===== config.mk =====
export PLATFORM = sky130hd
export DESIGN_NAME = sort_rank_select
export DESIGN_NICKNAME = d
export VERILOG_FILES = /design/src/rtl/sort_rank_select_pkg.sv /design/src/rtl/sort_rank_select_tap.sv /design/src/rtl/sort_rank_select.sv
export SDC_FILE = /design/constraint.sdc
export NUM_CORES = 1
export LEC_CHECK = 0
export CORE_MARGIN = 1.5
export CORE_UTILIZATION = 45
export CTS_BUF_LIST = sky130_fd_sc_hd__clkbuf_16
export CTS_CLUSTER_DIAMETER = 100
export CTS_CLUSTER_SIZE = 10
export DETAILED_ROUTE_END_ITERATION = 7
export PLACE_DENSITY_LB_ADDON = 0.25
export SYNTH_ARGS = -nofsm -noshare
export SYNTH_HDL_FRONTEND = slang
export SYNTH_SLANG_ARGS = --single-unit

===== constraint.sdc =====
create_clock -name clk -period 5.1 [get_ports clk]
set_input_delay 0.765 -clock clk [delete_from_list [all_inputs] [get_ports clk]]
set_output_delay 0.765 -clock clk [all_outputs]
set_load 0.02 [all_outputs]

===== src/rtl/sort_rank_select_pkg.sv =====
// sort_stage_pkg: FSM state encoding, count width and median rank helpers for sort_rank_select
package sort_stage_pkg;
  typedef enum logic [1:0] {IDLE, COLLECT, DONE} state_t;
  function automatic int cnt_w(input int size);
    return $clog2(size + 1);
  endfunction
  function automatic int med_lo(input int size);
    return size / 2 - 1;
  endfunction
  function automatic int med_hi(input int size);
    return size / 2;
  endfunction
endpackage


===== src/rtl/sort_rank_select_tap.sv =====
// sort_rank_tap: captures d when rank matches target; clr zeroes it at frame start (ports: clk, rst, clr, en, rank, target, d, q)
module sort_rank_tap #(
  parameter int CW = 4,
  parameter int WIDTH = 12
) (
  input  logic             clk,
  input  logic             rst,
  input  logic             clr,
  input  logic             en,
  input  logic [CW-1:0]    rank,
  input  logic [CW-1:0]    target,
  input  logic [WIDTH-1:0] d,
  output logic [WIDTH-1:0] q
);
  always_ff @(posedge clk)
    if (rst) q <= '0;
    else if (en && rank == target) q <= d;
    else if (clr) q <= '0;
endmodule


===== src/rtl/sort_rank_select.sv =====
// sort_rank_select: min/max/median/percentile of one sorted frame, with length and optional order check (SORT_RANK_ORDER_CHECK_EN); ports clk, rst, d, active, pct_index -> min_q, max_q, median_q, pct_q, result_valid, len_err, order_err
module sort_rank_select
  import sort_stage_pkg::*;
#(
  parameter int SIZE = 1024,
  parameter int WIDTH = 12
) (
  input  logic                    clk,
  input  logic                    rst,
  input  logic [WIDTH-1:0]        d,
  input  logic                    active,
  input  logic [$clog2(SIZE)-1:0] pct_index,
  output logic [WIDTH-1:0]        min_q,
  output logic [WIDTH-1:0]        max_q,
  output logic [WIDTH-1:0]        median_q,
  output logic [WIDTH-1:0]        pct_q,
  output logic                    result_valid,
  output logic                    len_err,
  output logic                    order_err
);
  localparam int CW = cnt_w(SIZE);
  localparam int PW = $clog2(SIZE);
  state_t state, state_n;
  logic [CW-1:0] count, rank, pct_tgt;
  logic [PW-1:0] pct_lat;
  logic [WIDTH-1:0] last, min_t, lo_t, hi_t, pct_t;
  logic [WIDTH:0] med_sum;
  logic long_f, ord_f, start, acc, fin;
  // a frame may start from IDLE or directly out of DONE (one-cycle gap)
  always_comb begin
    start = active && state != COLLECT;
    acc = start || (state == COLLECT && active && count < CW'(SIZE));
    fin = state == COLLECT && !active;
    rank = start ? '0 : count;
    pct_tgt = start ? CW'(pct_index) : CW'(pct_lat);
    med_sum = {1'b0, lo_t} + {1'b0, hi_t};
    state_n = start ? COLLECT : fin ? DONE : state == DONE ? IDLE : state;
  end
  sort_rank_tap #(.CW(CW), .WIDTH(WIDTH)) u_min (.clk(clk), .rst(rst), .clr(start), .en(acc),
    .rank(rank), .target('0), .d(d), .q(min_t));
  sort_rank_tap #(.CW(CW), .WIDTH(WIDTH)) u_lo (.clk(clk), .rst(rst), .clr(start), .en(acc),
    .rank(rank), .target(CW'(med_lo(SIZE))), .d(d), .q(lo_t));
  sort_rank_tap #(.CW(CW), .WIDTH(WIDTH)) u_hi (.clk(clk), .rst(rst), .clr(start), .en(acc),
    .rank(rank), .target(CW'(med_hi(SIZE))), .d(d), .q(hi_t));
  sort_rank_tap #(.CW(CW), .WIDTH(WIDTH)) u_pct (.clk(clk), .rst(rst), .clr(start), .en(acc),
    .rank(rank), .target(pct_tgt), .d(d), .q(pct_t));
`ifdef SORT_RANK_ORDER_CHECK_EN
  // last already holds the previous accepted sample
  always_ff @(posedge clk)
    if (rst || start) ord_f <= 1'b0;
    else if (acc && d < last) ord_f <= 1'b1;
`else
  assign ord_f = 1'b0;
`endif
  always_ff @(posedge clk)
    if (rst) state <= IDLE;
    else state <= state_n;
  always_ff @(posedge clk)
    if (rst) begin
      count <= '0;
      pct_lat <= '0;
      last <= '0;
      long_f <= 1'b0;
      min_q <= '0;
      max_q <= '0;
      median_q <= '0;
      pct_q <= '0;
      result_valid <= 1'b0;
      len_err <= 1'b0;
      order_err <= 1'b0;
    end else begin
      if (start) begin
        count <= CW'(1);
        pct_lat <= pct_index;
        long_f <= 1'b0;
      end else if (acc) count <= count + 1'b1;
      else if (state == COLLECT && active) long_f <= 1'b1;
      if (acc) last <= d;
      result_valid <= fin;
      if (fin) begin
        min_q <= min_t;
        max_q <= last;
        median_q <= med_sum[WIDTH:1];
        pct_q <= pct_t;
        len_err <= long_f || count != CW'(SIZE);
        order_err <= ord_f;
      end
    end
endmodule


After elaboration in Yosys (flattened, before gate mapping)
Cells that the tools add are included.
- register bits: 134
- bits of input ports: 25
- output and inout bits: 51
- logic and storage cells: 61
- add/subtract/negate cells: 2
- order comparisons: 1
- equal/unequal tests: 7
- muxes and demuxes: 12
- bitwise operators: 1
- reduce and logical (&&, ||, !) cells: 21
- operator list (cell ; number):
    $mux W12 ; 5
    $add A12 B12 Y13 ; 1
    $reduce_bool A2 Y1 ; 6
    $add A11 B1 Y11 const B ; 1
    $eq A11 B10 Y1 ; 1
    $eq A11 B10 Y1 const B ; 1
    $eq A11 B9 Y1 const B ; 1
    $logic_not A11 Y1 ; 1
    $lt A11 B11 Y1 const B ; 1
    $mux W11 ; 1
    $ne A11 B11 Y1 const B ; 1
    $mux W10 ; 1
    $logic_and A1 B1 Y1 ; 8
    $mux W2 ; 2
    $mux W1 ; 3
    $reduce_bool A3 Y1 ; 1
    $eq A2 B1 Y1 const B ; 1
    $eq A2 B2 Y1 const B ; 1
    $logic_or A1 B1 Y1 ; 2
    $ne A2 B1 Y1 const B ; 1
    $reduce_and A2 Y1 ; 1
    $reduce_or A2 Y1 ; 1
    $logic_not A1 Y1 ; 1
    $not A1 Y1 ; 1

Logic depth before layout (Yosys ltp)
- depth in word-level cells: 6
- depth in mapped cells: 11
- gate-level depth less buffers: 8

By module
A second synthesis with hierarchy kept.
- cell total of the unflattened synthesis: 670
- area total of the unflattened synthesis: 6551.3 um2
- by module, submodules not included (module ; instances ; cells an instance ; area an instance (um2) ; seq. area each (um2)):
    sort_rank_select ; 1 ; 402 ; 3738.6 ; 1721.7
    sort_rank_tap ; 4 ; 67 ; 703.2 ; 240.2

Worst setup path after synthesis
OpenSTA, ideal clock, no wires.
- path type: input port to flip-flop
- from: input port active
- to: register u_pct.q[0]
- setup time: 0.073 ns
- arrival time: 2.615 ns
- data required time: 5.027 ns
- path slack: 2.413 ns
- stages on the path: 8
- buffers on the path: 2
- cells stage by stage: ha_1 > buf_6 > mux2i_4 > xnor2_1 > or4_4 > a2111o_1 > buf_6 > o22ai_2
- longest elaborated chain between the ends: 5
- elaborated cells between the ends (all ways): 10
- classes of those cells: eq/ne: 1; mux: 3; reduce/logical: 6
- ends and longest elaborated chain (what ; RTL line ; source):
    from (decl) ; sort_rank_select.sv:11 ; input logic active,
    $logic_and A1 B1 Y1, on equally long branches ; sort_rank_select.sv:31, sort_rank_select.sv:32 ;
    $mux W11 (tied with other cells) ; sort_rank_select.sv:34 ; rank = start ? '0 : count;
    $eq A11 B10 Y1 / $logic_or A1 B1 Y1 (equally long branches) ; sort_rank_select_tap.sv:17, sort_rank_select.sv:32 ;
    $logic_and A1 B1 Y1 ; sort_rank_select_tap.sv:17 ; else if (en && rank == target) q <= d;
    $mux W12 / $reduce_bool A2 Y1 (equally long branches) ; -- ;
    to (signal assigned) ; sort_rank_select_tap.sv:16 ; if (rst) q <= '0;
    to (signal assigned) ; sort_rank_select_tap.sv:17 ;
    to (signal assigned) ; sort_rank_select_tap.sv:18 ; else if (clr) q <= '0;
    to (decl) ; sort_rank_select_tap.sv:13 ; output logic [WIDTH-1:0] q
Parallel ways exist; a longest one is shown, timed or not.
A chain may end at the register's enable or synchronous reset.

Worst setup path after layout
- from: input port active
- to: register u_pct.q[9]
Same word-level chain as after synthesis.

==> reports/results.txt <==
status -> complete, no violations
Resized Gates After CTS -> 0
Simple-Gate Fraction of Synth Area -> 0.154
die area -> 0.0137 sq mm
fin cells -> 876
largest net degree at the start of global routing -> 70
leak pwr -> 2.71 nW
CP Data Required Time -> 5.37 ns
first-pass GRT wire length -> 23000 microns
Tot GR Track Use -> 0.220
crit path from -> active
Worst-Skew Late Latency -> 0.42 ns
vias per cell -> 5.34
Syn Std Cell Area -> 0.00586 sq mm
Final #Nets -> 735
Core ar. -> 0.0127 sq mm
synth unique cells -> 55
WL per Instance -> 16.1 microns
number of global-route vias before repair -> 4609
Clock Sink Count -> 134
Post-Synth XOR/XNOR Area -> 0.0284
worst-margin pin slew -> 1.04 ns
post-synthesis sequential area ratio -> 0.457
min setup slack post-route -> 1.45 ns
Top FF cell, synth -> dfxtp_1
Hold Buf Count CTS -> 0
detailed-route DRC error count -> 0
register area -> 0.00268 sq mm
worst-path cell chain -> clkdlybuf4s50_1 -> ha_1 -> mux2i_4 -> xnor2_1 -> or4_4 -> a2111oi_4 -> o22ai_2
Final setup viols -> 0
DRT iter0 DRCs -> 255
ANT nets after route -> 0
Overflow after GRT -> 0
Worst EP arrival -> 3.92 ns
Hold Crit Class -> flip-flop to flip-flop
Final Total Pwr -> 0.00233 W
# placed instances -> 845
largest family of logic cells by synthesized area -> simple AND/OR/NAND/NOR gates
PD cells -> 324 mW/mm^2
area grow syn2layout -> 22.5%
worst r2r path cells -> 7
Max transition margin -> 0.308
row cnt -> 41
Tmin final -> 3.65 ns
Max Buffers Root-to-Sink -> 2
count of state elements after synthesis -> 134
clock slew at reported path FFs -> 0.05 ns
Post-Syn Nets -> 676
Critical Path Sink -> u_pct.q[9]
First-pass DRT Iterations -> 4
Max-Cap Viols -> 0
cell count after synthesis -> 633
dpl hpwl -> 9560 microns
Async S/R FF share, synth -> 0
r2r setup slk -> 1.83 ns
CTS tree -> done
Post-synth EDFFs -> 0
Setup TNS -> 0 ns
area of the multi-input gates -> 0.00292 sq mm
num ports -> 76
initial core utilization -> 0.463
startpoint class of the critical path -> input port
CP max stage delay -> 0.84 ns
Core Util, Final -> 0.567
RSZ-0062 raised after global routing -> no
slowest CP cell -> a2111oi_4
peak supply drop -> 0.225 mV
IO Port Bufs -> 74
fmax -> 0.274 GHz
CP max FO -> 12
Pins Over Slew Limit -> 0
CP endpoint kind -> flip-flop
Setup CP Type -> input port to flip-flop
DP Worst Slack -> 1.04 ns
multiplexer share of the synthesized area -> 0.124
Root Driver -> clkbuf_16
Final Skew -> 0.00703 ns
worst r2r dst -> u_pct.q[9]
initial antenna violation count -> 0
# fillers -> 1132
synthesized-area fraction occupied by adder cells -> 0.0397
total wire length -> 14100 microns
vias -> 4674
Post-Syn Area per Cell -> 9.26 sq um
htree depth -> 4
r2r startpoint -> state[1]
die height -> 117 microns
layout cells sized above 1 -> 0.0739
Hold Vio Cnt, Final -> 0
post-CTS setup buffer count -> 0
CTS buffer count -> 17
complex-gate fraction of the synthesized area -> 0.150
diode count -> 0
GP Congestion -> 0.883
synth warn -> 0
chip width -> 117 microns
final worst-path cycle share -> 0.716
worst max-delay path: cells and delay by family:
kind / cells / cell delay [ns]
AO/OA/AOI/OAI: 2 / 1.02
AND/OR/NAND/NOR: 1 / 0.56
buffers and inverters: 1 / 0.55
multiplexers: 1 / 0.33
XOR/XNOR: 1 / 0.09
adder cells (fa/ha/maj): 1 / 0.59
registers in the layout, indices dropped and copies added, names as in the netlist:
register / flops
u_min.q: 12
max_q: 12
min_q: 12
long_f: 1
u_pct.q: 12
pct_q: 12
count: 11
result_valid: 1
u_hi.q: 12
last: 12
median_q: 12
state: 2
len_err: 1
pct_lat: 10
u_lo.q: 12
metal layers:
metal | wire length [microns] | vias up | share of wire | global-route usage
li1 | - | 2324 | - | -
met1 | 6430 | 2221 | 0.46 | 0.282
met2 | 6640 | 105 | 0.47 | 0.350
met3 | 633 | 24 | 0.045 | 0.0499
met4 | 366 | 0 | 0.026 | 0.112
met5 | 0 | - | 0 | 0
report_power, final:
part           total (W)  switching [W]  internal [W]  leakage [nW]
Sequential       0.00109      0.0000169       0.00108          1.09
Combinational   0.000207       0.000124     0.0000836          1.37
Clock            0.00103       0.000428      0.000601         0.252
area by class of cell:
type                    count  area share
well taps                 172      0.0300
clock inverters            14      0.0103
flip-flops and latches    134       0.373
repair buffers             80       0.109
clock buffers              17      0.0592
inverters                  22      0.0115
multi-input cells         437       0.407
how the worst min path moves through the flow:
| stage | startpoint | depth (start not counted) | to |
|---|---|---|---|
| floorplan | last[0] | 2 | last[0] |
| global placement | last[7] | 2 | last[7] |
| detailed placement | last[2] | 2 | last[2] |
| CTS | last[2] | 2 | last[2] |
| global route | last[1] | 2 | last[1] |
| finish | last[2] | 2 | last[2] |
cells in the final DEF (no fill, tap or decap), types with 5 or more instances in the layout:
cell / count
mux2i_1: 69
nor2b_1: 5
a21oi_1: 49
dfxtp_1: 134
inv_1: 24
o311ai_0: 13
ha_1: 16
buf_4: 7
clkdlybuf4s50_1: 73
a21o_1: 5
nand2_1: 62
xor2_1: 6
nor2_1: 93
or3_1: 6
nand3_1: 5
nand2b_1: 9
xnor2_1: 13
clkbuf_16: 17
a22oi_1: 12
o22ai_2: 10
clkinv_1: 5
o21ai_0: 9
cells by family (layout without fill, tap and decap cells):
| group | after synthesis | count (layout) |
|---|---|---|
| fa+ha+maj | 18 | 18 |
| other cells | 1 | 1 |
| compound gates | 123 | 123 |
| simple gates | 205 | 205 |
| flops | 134 | 134 |
| mux | 71 | 71 |
| xor+xnor | 19 | 19 |
| buf+inv | 62 | 133 |
metrics by stage:
| stage | hold WS (ns) | instance area (sq um) |
|---|---|---|
| floorplan | 0.432 | 5860 |
| global placement | 0.437 | 6680 |
| detailed placement | 0.451 | 6680 |
| CTS | 0.459 | 7180 |
| global route | 0.486 | 7180 |
| finish | 0.455 | 7180 |
synth_stat cells, drive strengths merged (2+ instances only):
master	instances	area, sq um
a2111oi	2	36.3
a211o	2	17.5
a211oi	3	22.5
a21o	5	37.5
a21oi	49	245
a22oi	12	90.1
a311o	2	20.0
a41oi	2	17.5
and3	4	25.0
and4	2	17.5
buf	11	73.8
clkbuf	28	105
dfxtp	134	2680
ha	17	213
inv	21	78.8
mux2i	70	713
nand2	62	233
nand2b	9	56.3
nand3	5	25.0
nand4	4	25.0
nor2	93	349
nor2b	5	31.3
nor3	3	15.0
nor4	4	31.3
o211ai	4	30.0
o21ai	9	45.0
o22ai	13	144
o311ai	13	114
or2	3	18.8
or3	6	37.5
or4	3	26.3
xnor2	13	114
xor2	6	52.6
Power figures use the tool's default switching activity.
